### src/rtl/rf_wb_arbiter.sv
// rtl/rf_wb_arbiter.sv - register file write-port arbiter with result FIFO, busy scoreboard and starvation guard
module rf_wb_arbiter #(
  parameter int FIFO_DEPTH   = 2,
  parameter int STARVE_LIMIT = 4
) (
  input  logic        clk,
  input  logic        rst_n,
  input  logic        p_we,
  input  logic [4:0]  p_wa,
  input  logic [31:0] p_wd,
  input  logic        m_valid,
  output logic        m_ready,
  input  logic [4:0]  m_wa,
  input  logic [31:0] m_wd,
  input  logic        iss_valid,
  input  logic [4:0]  iss_rd,
  input  logic [4:0]  ra1,
  input  logic [4:0]  ra2,
  output logic        hz1,
  output logic        hz2,
  output logic        stall_pipe,
  output logic        rf_we,
  output logic [4:0]  rf_wa,
  output logic [31:0] rf_wd
);

  localparam int AW  = (FIFO_DEPTH > 1) ? $clog2(FIFO_DEPTH) : 1;
  localparam int CLW = $clog2(STARVE_LIMIT + 1);
  localparam int CW  = (CLW < 3) ? 3 : CLW;

  typedef enum logic [1:0] {IDLE, WAIT, FORCE} state_t;

  state_t         state, state_n;
  logic [CW-1:0]  cnt, cnt_n, cnt_inc;
  logic [4:0]     mem_wa [FIFO_DEPTH];
  logic [31:0]    mem_wd [FIFO_DEPTH];
  logic [AW-1:0]  wr_ptr, rd_ptr;
  logic [AW:0]    count, count_n;
  logic [31:0]    busy, set_vec, clr_vec;
  logic [4:0]     head_wa;
  logic [31:0]    head_wd;
  logic           p_req, empty, full, push, pop, head_denied;

  assign p_req       = p_we && (p_wa != 5'd0);
  assign empty       = (count == '0);
  assign full        = (count == (AW+1)'(FIFO_DEPTH));
  assign m_ready     = !full;
  assign push        = m_valid && !full;
  // A forced slot always goes to the head; otherwise the head only takes idle slots.
  assign pop         = !empty && ((state == FORCE) || !p_req);
  assign head_denied = !empty && !pop;
  assign head_wa     = mem_wa[rd_ptr];
  assign head_wd     = mem_wd[rd_ptr];
  assign count_n     = count + (AW+1)'(push) - (AW+1)'(pop);
  assign cnt_inc     = cnt + CW'(1);

  // Result storage; contents are don't-care once the pointers reset.
  always_ff @(posedge clk) begin
    if (push) begin
      mem_wa[wr_ptr] <= m_wa;
      mem_wd[wr_ptr] <= m_wd;
    end
  end

  // FIFO pointers and occupancy.
  always_ff @(posedge clk or negedge rst_n) begin
    if (!rst_n) begin
      wr_ptr <= '0;
      rd_ptr <= '0;
      count  <= '0;
    end else begin
      if (push) wr_ptr <= wr_ptr + AW'(1);
      if (pop)  rd_ptr <= rd_ptr + AW'(1);
      count <= count_n;
    end
  end

  // Write-port mux: x0 drains consume the slot but do not write.
  always_comb begin
    rf_we = 1'b0;
    rf_wa = 5'd0;
    rf_wd = 32'd0;
    if (!rst_n) begin
      rf_we = 1'b0;
    end else if (pop) begin
      rf_we = (head_wa != 5'd0);
      rf_wa = head_wa;
      rf_wd = head_wd;
    end else if (p_req && (state != FORCE)) begin
      rf_we = 1'b1;
      rf_wa = p_wa;
      rf_wd = p_wd;
    end
  end

  // Busy scoreboard: an issue to the register being drained keeps it busy.
  always_comb begin
    set_vec = 32'd0;
    clr_vec = 32'd0;
    if (iss_valid && (iss_rd != 5'd0)) set_vec = 32'd1 << iss_rd;
    if (pop)                           clr_vec = 32'd1 << head_wa;
  end

  always_ff @(posedge clk or negedge rst_n) begin
    if (!rst_n) busy <= 32'd0;
    else        busy <= (busy & ~clr_vec) | set_vec;
  end

  // Hazards see the same-cycle drain because the register file writes on the falling edge.
  assign hz1 = (ra1 != 5'd0) && busy[ra1] && !(pop && (head_wa == ra1));
  assign hz2 = (ra2 != 5'd0) && busy[ra2] && !(pop && (head_wa == ra2));

  // Starvation next-state: count consecutive denials of the head, force a slot at the limit.
  always_comb begin
    state_n = state;
    cnt_n   = cnt;
    case (state)
      IDLE: begin
        if (head_denied) begin
          cnt_n   = CW'(1);
          state_n = (STARVE_LIMIT <= 1) ? FORCE : WAIT;
        end
      end
      WAIT: begin
        if (empty) begin
          cnt_n   = '0;
          state_n = IDLE;
        end else if (head_denied) begin
          cnt_n = cnt_inc;
          if (cnt_inc >= CW'(STARVE_LIMIT)) state_n = FORCE;
        end else begin
          cnt_n   = '0;
          state_n = (count_n == '0) ? IDLE : WAIT;
        end
      end
      FORCE: begin
        cnt_n   = '0;
        state_n = (count_n == '0) ? IDLE : WAIT;
      end
      default: begin
        cnt_n   = '0;
        state_n = IDLE;
      end
    endcase
  end

  // Starvation state register; stall_pipe is registered alongside it.
  always_ff @(posedge clk or negedge rst_n) begin
    if (!rst_n) begin
      state      <= IDLE;
      cnt        <= '0;
      stall_pipe <= 1'b0;
    end else begin
      state      <= state_n;
      cnt        <= cnt_n;
      stall_pipe <= (state_n == FORCE);
    end
  end

endmodule

### config.mk
export PLATFORM = sky130hd
export DESIGN_NAME = rf_wb_arbiter
export DESIGN_NICKNAME = d
export VERILOG_FILES = /design/src/rtl/rf_wb_arbiter.sv
export SDC_FILE = /design/constraint.sdc
export NUM_CORES = 1
export LEC_CHECK = 0
export BUFFER_PORTS_ARGS = -buffer_cell sky130_fd_sc_hd__buf_2
export CORE_UTILIZATION = 55
export CTS_BUF_LIST = sky130_fd_sc_hd__clkbuf_8
export DETAILED_ROUTE_END_ITERATION = 7
export PLACE_DENSITY = 0.81
export SETUP_SLACK_MARGIN = 0.5
export SLEW_MARGIN = 0
export SYNTH_ARGS = -nofsm -noshare
export SYNTH_HDL_FRONTEND = slang
export SYNTH_SLANG_ARGS = --single-unit
### constraint.sdc
create_clock -name clk -period 3.25 [get_ports clk]
set_input_delay 0.8125 -clock clk [delete_from_list [all_inputs] [get_ports clk]]
set_output_delay 0.8125 -clock clk [all_outputs]
set_load 0.005 [all_outputs]
==> out/qor.txt, run 1 <==
Ys Warns: 0
Critical Path Sink Type: output pin
min Tclk post-route: 3.23 ns
nets: 746
pwr dens: 792 nW/um2
final hold vios: 0
largest cells by area after synthesis: edfxtp_1 (38%), dfrtp_1 (18%), o21ai_0 (8.6%), mux2i_1 (8.3%), and2_1 (4.0%)
number of vias per cell: 5.87
routed via count: 4682
status: complete, no violations
Crit path arrival time: 2.41 ns
nature of the critical path startpoint: input pin
Peak supply drop: 0.474 mV
MaxCap Viol Count: 0
vias in the first global route: 4577
Starting Density: 56.4%
FF-to-FF End: state[0]$_DFF_PN0_
Primary FF master, synth: edfxtp_1
final hold slack: 0.331 ns
Post-synth EDFFs: 74
Reg2Reg Depth: 10
grt total ovfl: 0
Leakage: 3.04 nW
Seq/Total Area, Yosys: 56.0%
first-pass GRT wire length: 23.1 mm
Slowest Stage Delay on Critical Path: 0.56 ns
antenna diode count: 0
final cell count without fillers: 798
delay-heaviest family, CP: simple AND/OR/NAND/NOR gates
gr usage total: 27.8%
worst-margin pin slew: 0.879 ns
Clk Latency, worst-skew pair: 0.43 ns
drt pass-1 iters: 5
Cells after Synth: 501
routability cong.: 0.883
clock root cell: clkbuf_8
top-count cell post-synth: o21ai_0
Syn Area/Cell: 11.6 um2
post-DP HPWL: 10.3 mm
Net Sw Frac: 33.9%
pin count of the biggest net entering global routing: 40
Int Power: 0.00376 W
combinational share of power: 35.0%
Die W: 105 um
Net Sw Power: 0.00193 W
Worst R2R Setup Slack: 1.01 ns
CP cell instances: buf_6, or4_4, o211ai_4, buf_4, nand3_1, o221a_2, buf_2
Die Y: 105 um
crit path max-delay cell type: or4_4
Port Buffer Count: 135
RSZ-0062 raised after global routing: yes
Post-Synthesis Net Count: 597
top cells by count, synth: o21ai_0 (100), edfxtp_1 (74), mux2i_1 (48), nand2_1 (47), dfrtp_1 (41)
Final setup viols: 0
die area: 11000 um2
Buf+Inv Stages, Crit Path: 3
Clock transition at path regs: 0.07 ns
post-layout util: 70.0%
Placed Cells: 762
setup TNS: 0 ns
FP Rows: 37
Crit Path Category: input pin to output pin
Max Clock Skew: 0.0131 ns
htree depth: 4
CP Data Required Time: 2.44 ns
Clk pwr share: 24.2%
Starting DRT DRC Count: 325
Yosys cell types: 47
Worst slew margin: 41.4%
Max FO, Critical Path: 11
# IOs: 136
Synth area leader: edfxtp_1
share of layout cells above drive strength 1: 32.5%
Final ANT Viol Nets: 0
CTS tree: built
#FFs+latches synth: 115
DRC violations left: 0
CTS sink cnt: 115
CTS Buf Count: 17
worst slack at placement: -0.0567 ns
drt total wl: 14.7 mm
Hold WC Path Type: input pin to asynchronous set/reset pin
Synth Cell Area: 5800 um2
RR Startpoint: state[0]$_DFF_PN0_
Async SR Flop Fraction: 35.7%
initial antenna violation count: 0
Synth top area share: 38.3%
sequential power share: 40.8%
clock buffer depth: 2
drt wl/cell: 18.4 um
maximum clock frequency: 310 MHz
synth-to-layout area growth: 24.0%
core area: 10300 um2
Slew Viols, Final: 0
period utilization: 99.3%
post-layout worst setup margin: 0.0238 ns
==> area by class of cell <==
| cell class | count | area (um2) |
|---|---|---|
| sequential | 115 | 3250 |
| fill | 750 | 3090 |
| timing repair buffer | 155 | 868 |
| clock buffer | 17 | 234 |
| inverter | 2 | 7.51 |
| tap | 136 | 170 |
| clock inverter | 14 | 171 |
| multi-input combinational | 359 | 2490 |
==> repair_timing <==
| action | 4_1_cts | 5_1_grt |
|---|---|---|
| setup buffers | 2 | 2 |
| pin swaps | 4 | 1 |
| cloned | 1 | 0 |
| setup endpoints to repair | 40 | 40 |
| hold buffers | 0 | 0 |
| resized for setup | 15 | 25 |
==> layout by cell type, fill, tap and decap left out, types with 3 or more instances in the layout <==
| master | instances |
|---|---|
| dfrtp_1 | 40 |
| mux4_2 | 10 |
| nand2b_1 | 7 |
| nor3b_1 | 4 |
| edfxtp_1 | 74 |
| clkbuf_8 | 17 |
| nor2b_1 | 10 |
| nor3_1 | 3 |
| mux2i_1 | 48 |
| nand3b_1 | 3 |
| inv_1 | 4 |
| and3_1 | 4 |
| xnor2_1 | 10 |
| buf_4 | 15 |
| buf_6 | 4 |
| and2_1 | 37 |
| buf_2 | 134 |
| o21ai_1 | 28 |
| mux2_2 | 4 |
| clkinv_2 | 5 |
| nand2_1 | 47 |
| bufinv_16 | 4 |
| o21ai_2 | 5 |
| nand3_1 | 18 |
| nor2_1 | 10 |
| xor2_1 | 5 |
| o21ai_0 | 67 |
| a21oi_1 | 5 |
==> logic make-up after synthesis <==
| family | count (synthesis) | share of synthesized area [%] |
|---|---|---|
| AO/OA/AOI/OAI | 124 | 11.9 |
| XOR/XNOR | 15 | 2.27 |
| adder cells (fa/ha/maj) | 2 | 0.431 |
| buffers and inverters | 27 | 2.16 |
| flip-flops | 115 | 56.0 |
| multiplexers | 63 | 13.1 |
| AND/OR/NAND/NOR | 155 | 14.1 |
==> state kept, by name, summed over array words and instances, names as in the netlist <==
name / cells
busy: 31
cnt: 3
count: 2
mem_wa: 10
mem_wd: 64
rd_ptr: 1
stall_pipe: 1
state: 2
wr_ptr: 1
==> power by group through the flow <==
stage               sequential [W]  combinational (W)  clock [W]
CTS                        0.00232            0.00194    0.00139
global placement           0.00230            0.00181          0
finish                     0.00232            0.00199    0.00138
floorplan                  0.00224            0.00132          0
detailed placement         0.00234            0.00187          0
global route               0.00237            0.00217    0.00145
==> worst max-delay path by stage <==
stage / from / cells after the start / endpoint / slack [ns]
floorplan: p_wa[4] / 7 / rf_wd[24] / 0.30
global placement: p_wa[4] / 7 / hz1 / -0.07
detailed placement: p_wa[4] / 8 / rf_wd[4] / -0.06
CTS: p_wa[4] / 8 / rf_wd[4] / 0.04
global route: p_wa[4] / 8 / rf_wa[2] / -0.03
finish: p_wa[4] / 7 / rf_we / 0.02
==> through the flow <==
step	cell area (um2)	total power (W)
global route	7190	0.00600
CTS	7150	0.00565
global placement	6680	0.00412
detailed placement	6680	0.00421
finish	7190	0.00570
floorplan	5830	0.00356
==> per-layer routing <==
| layer | routed length (um) | share of wire, % | track usage [%] | up-vias |
|---|---|---|---|---|
| met3 | 1140 | 7.7 | 7.11 | 41 |
| met4 | 388 | 2.6 | 12.2 | 0 |
| li1 | - | - | - | 2154 |
| met2 | 7470 | 51 | 47.3 | 237 |
| met1 | 5690 | 39 | 33.3 | 2250 |
| met5 | 0 | 0 | 0 | - |
No activity file was read; power rests on OpenSTA's default activity.
==> inputs of run 2 (changes only) <==
- CORE_ASPECT_RATIO: unset -> 1.75
==> run 2 against run 1 <==
Net effect: the run now ends with negative setup slack left; hold slack better by 0.0073 ns; clock skew about the same; die area up 0.15%; critical endpoint is now rf_wd[18]; flip-flop and latch count unchanged; final cell count up 0.13%.
==> out/qor.txt, run 2 (synthesis results as in run 1) <==
vias in the first global route: 4751
routed via count: 4790
Placed Cells: 755
Max FO, Critical Path: 16
capture point of the critical path: rf_wd[18]
maximum clock frequency: 307 MHz
Final setup viols: 2
status: complete, but fails checks
Worst R2R Setup Slack: 0.95 ns
core area: 10200 um2
initial antenna violation count: 1
clock buffer depth: 2
Fillers: 664
CTS sink cnt: 115
share of layout cells above drive strength 1: 34.5%
synth-to-layout area growth: 26.8%
Critical Path Sink Type: output pin
drt wl/cell: 19.8 um
Max Clock Skew: 0.0130 ns
Clock transition at path regs: 0.07 ns
area of the multi-input gates: 2540 um2
CTS Buf Count: 17
period utilization: 100%
nature of the critical path startpoint: input pin
Die W: 79.6 um
Critical Path Source: p_wa[4]
largest registers: mem_wd: 64 flops, busy: 31 flops, mem_wa: 10 flops
pwr dens: 789 nW/um2
RSZ-0062 raised after global routing: yes
Crit Path Category: input pin to output pin
Die Y: 138 um
commonest non-fill, non-tap cell in the layout: buf_2
met3 Use GR: 7.62%
Worst slew margin: 40.7%
largest reg by FF count: mem_wd
die area: 11000 um2
final cell count without fillers: 799
met1 Track Usage GR: 29.5%
Reg2Reg Depth: 10
MaxCap Viol Count: 0
FP Rows: 49
gr usage total: 29.2%
Starting Density: 56.6%
first-pass GRT wire length: 23.4 mm
DRC violations left: 0
Peak supply drop: 0.642 mV
drt pass-1 iters: 5
# IOs: 136
final hold slack: 0.338 ns
post-layout worst setup margin: -0.00457 ns
CP Data Required Time: 2.44 ns
violated checks: negative setup slack
max reg flops: 64
Seq. cell area: 3250 um2
Clk Latency, worst-skew pair: 0.43 ns
Final ANT Viol Nets: 0
Leakage: 3.08 nW
min Tclk post-route: 3.25 ns
nets: 753
post-DP HPWL: 10.9 mm
pin count of the biggest net entering global routing: 38
RR Startpoint: state[0]$_DFF_PN0_
Hold WC Path Type: input pin to asynchronous set/reset pin
CTS tree: built
grt total ovfl: 0
Crit path arrival time: 2.44 ns
drt total wl: 15.8 mm
Final Power: 0.00580 W
final hold vios: 0
htree depth: 4
FF-to-FF End: state[0]$_DFF_PN0_
routability cong.: 0.968
met2 usage: 51.1%
Port Buffer Count: 135
GR peak layer: met2
most frequent cells in the layout: buf_2 (130), edfxtp_1 (74), o21ai_0 (70), nand2_1 (47), mux2i_1 (46)
number of vias per cell: 5.99
final instance area: 7350 um2
Starting DRT DRC Count: 350
clock root cell: clkbuf_8
Post-DP Area: 6670 um2
# hold bufs at CTS: 0
worst-margin pin slew: 0.890 ns
Slew Viols, Final: 0
run 2: cell count changes in the layout (fill, tap and decap cells not counted), sizes merged:
cell	before	now
clkinvlp	2	4
inv	4	7
buf	155	160
clkinv	6	3
diode	0	2
clkbuf	17	19
bufinv	4	3
run 2: power breakdown:
group	internal, W	leakage, nW	switching, W
registers	0.00206	1.19	0.000276
clock network	0.000765	0.195	0.000609
logic	0.000960	1.70	0.00113
run 2: per-stage QoR:
step | utilization, % | setup TNS (ns) | setup slack (ns)
2_1_floorplan | - | 0 | 0.300
3_3_place_gp | 65.2 | -0.0293 | -0.0293
3_5_place_dp | 65.2 | -0.501 | -0.0761
4_1_cts | 70.8 | 0 | 0.0500
5_1_grt | 71.8 | -0.356 | -0.0454
6_report | 71.8 | -0.00578 | -0.00457
run 2: how the worst min path moves through the flow:
stage,from,endpoint,cells after the start
3_3_place_gp,busy[6]$_DFF_PN0_,busy[6]$_DFF_PN0_,2
3_5_place_dp,state[1]$_DFF_PN0_,cnt[1]$_DFFE_PN0P_,1
4_1_cts,rst_n,busy[19]$_DFF_PN0_,1
2_1_floorplan,state[1]$_DFF_PN0_,cnt[1]$_DFFE_PN0P_,1
5_1_grt,rst_n,busy[19]$_DFF_PN0_,1
6_report,rst_n,busy[19]$_DFF_PN0_,1
run 2: cell type report:
type	count	area share, %
antenna	2	0.0681
clock buffer	17	3.18
clock inverter	15	2.45
inverter	2	0.102
multi-input combinational	359	34.6
sequential	115	44.2
tap	127	2.16
timing repair buffer	162	13.3
run 2: what timing repair did:
action | 4_1_cts | 5_1_grt
setup buffers | 7 | 1
gates resized for setup | 31 | 24
gates cloned | 0 | 2
endpoints found under the setup margin | 40 | 40
pin swaps | 4 | 0
run 2: worst max-delay path, stage by stage:
cell       delay, ns
buf_6           0.10
or4_4           0.57
o211ai_4        0.23
nand2_4         0.12
clkbuf_16       0.20
o21ai_0         0.16
and2_1          0.14
buf_2           0.10
run 2: metal layers:
metal	part of all wire [%]	vias to the layer above	routed length [um]
met4	5.5	0	875
li1	-	2172	-
met1	33	2289	5200
met3	6.7	64	1070
met5	0	-	0
met2	55	265	8670
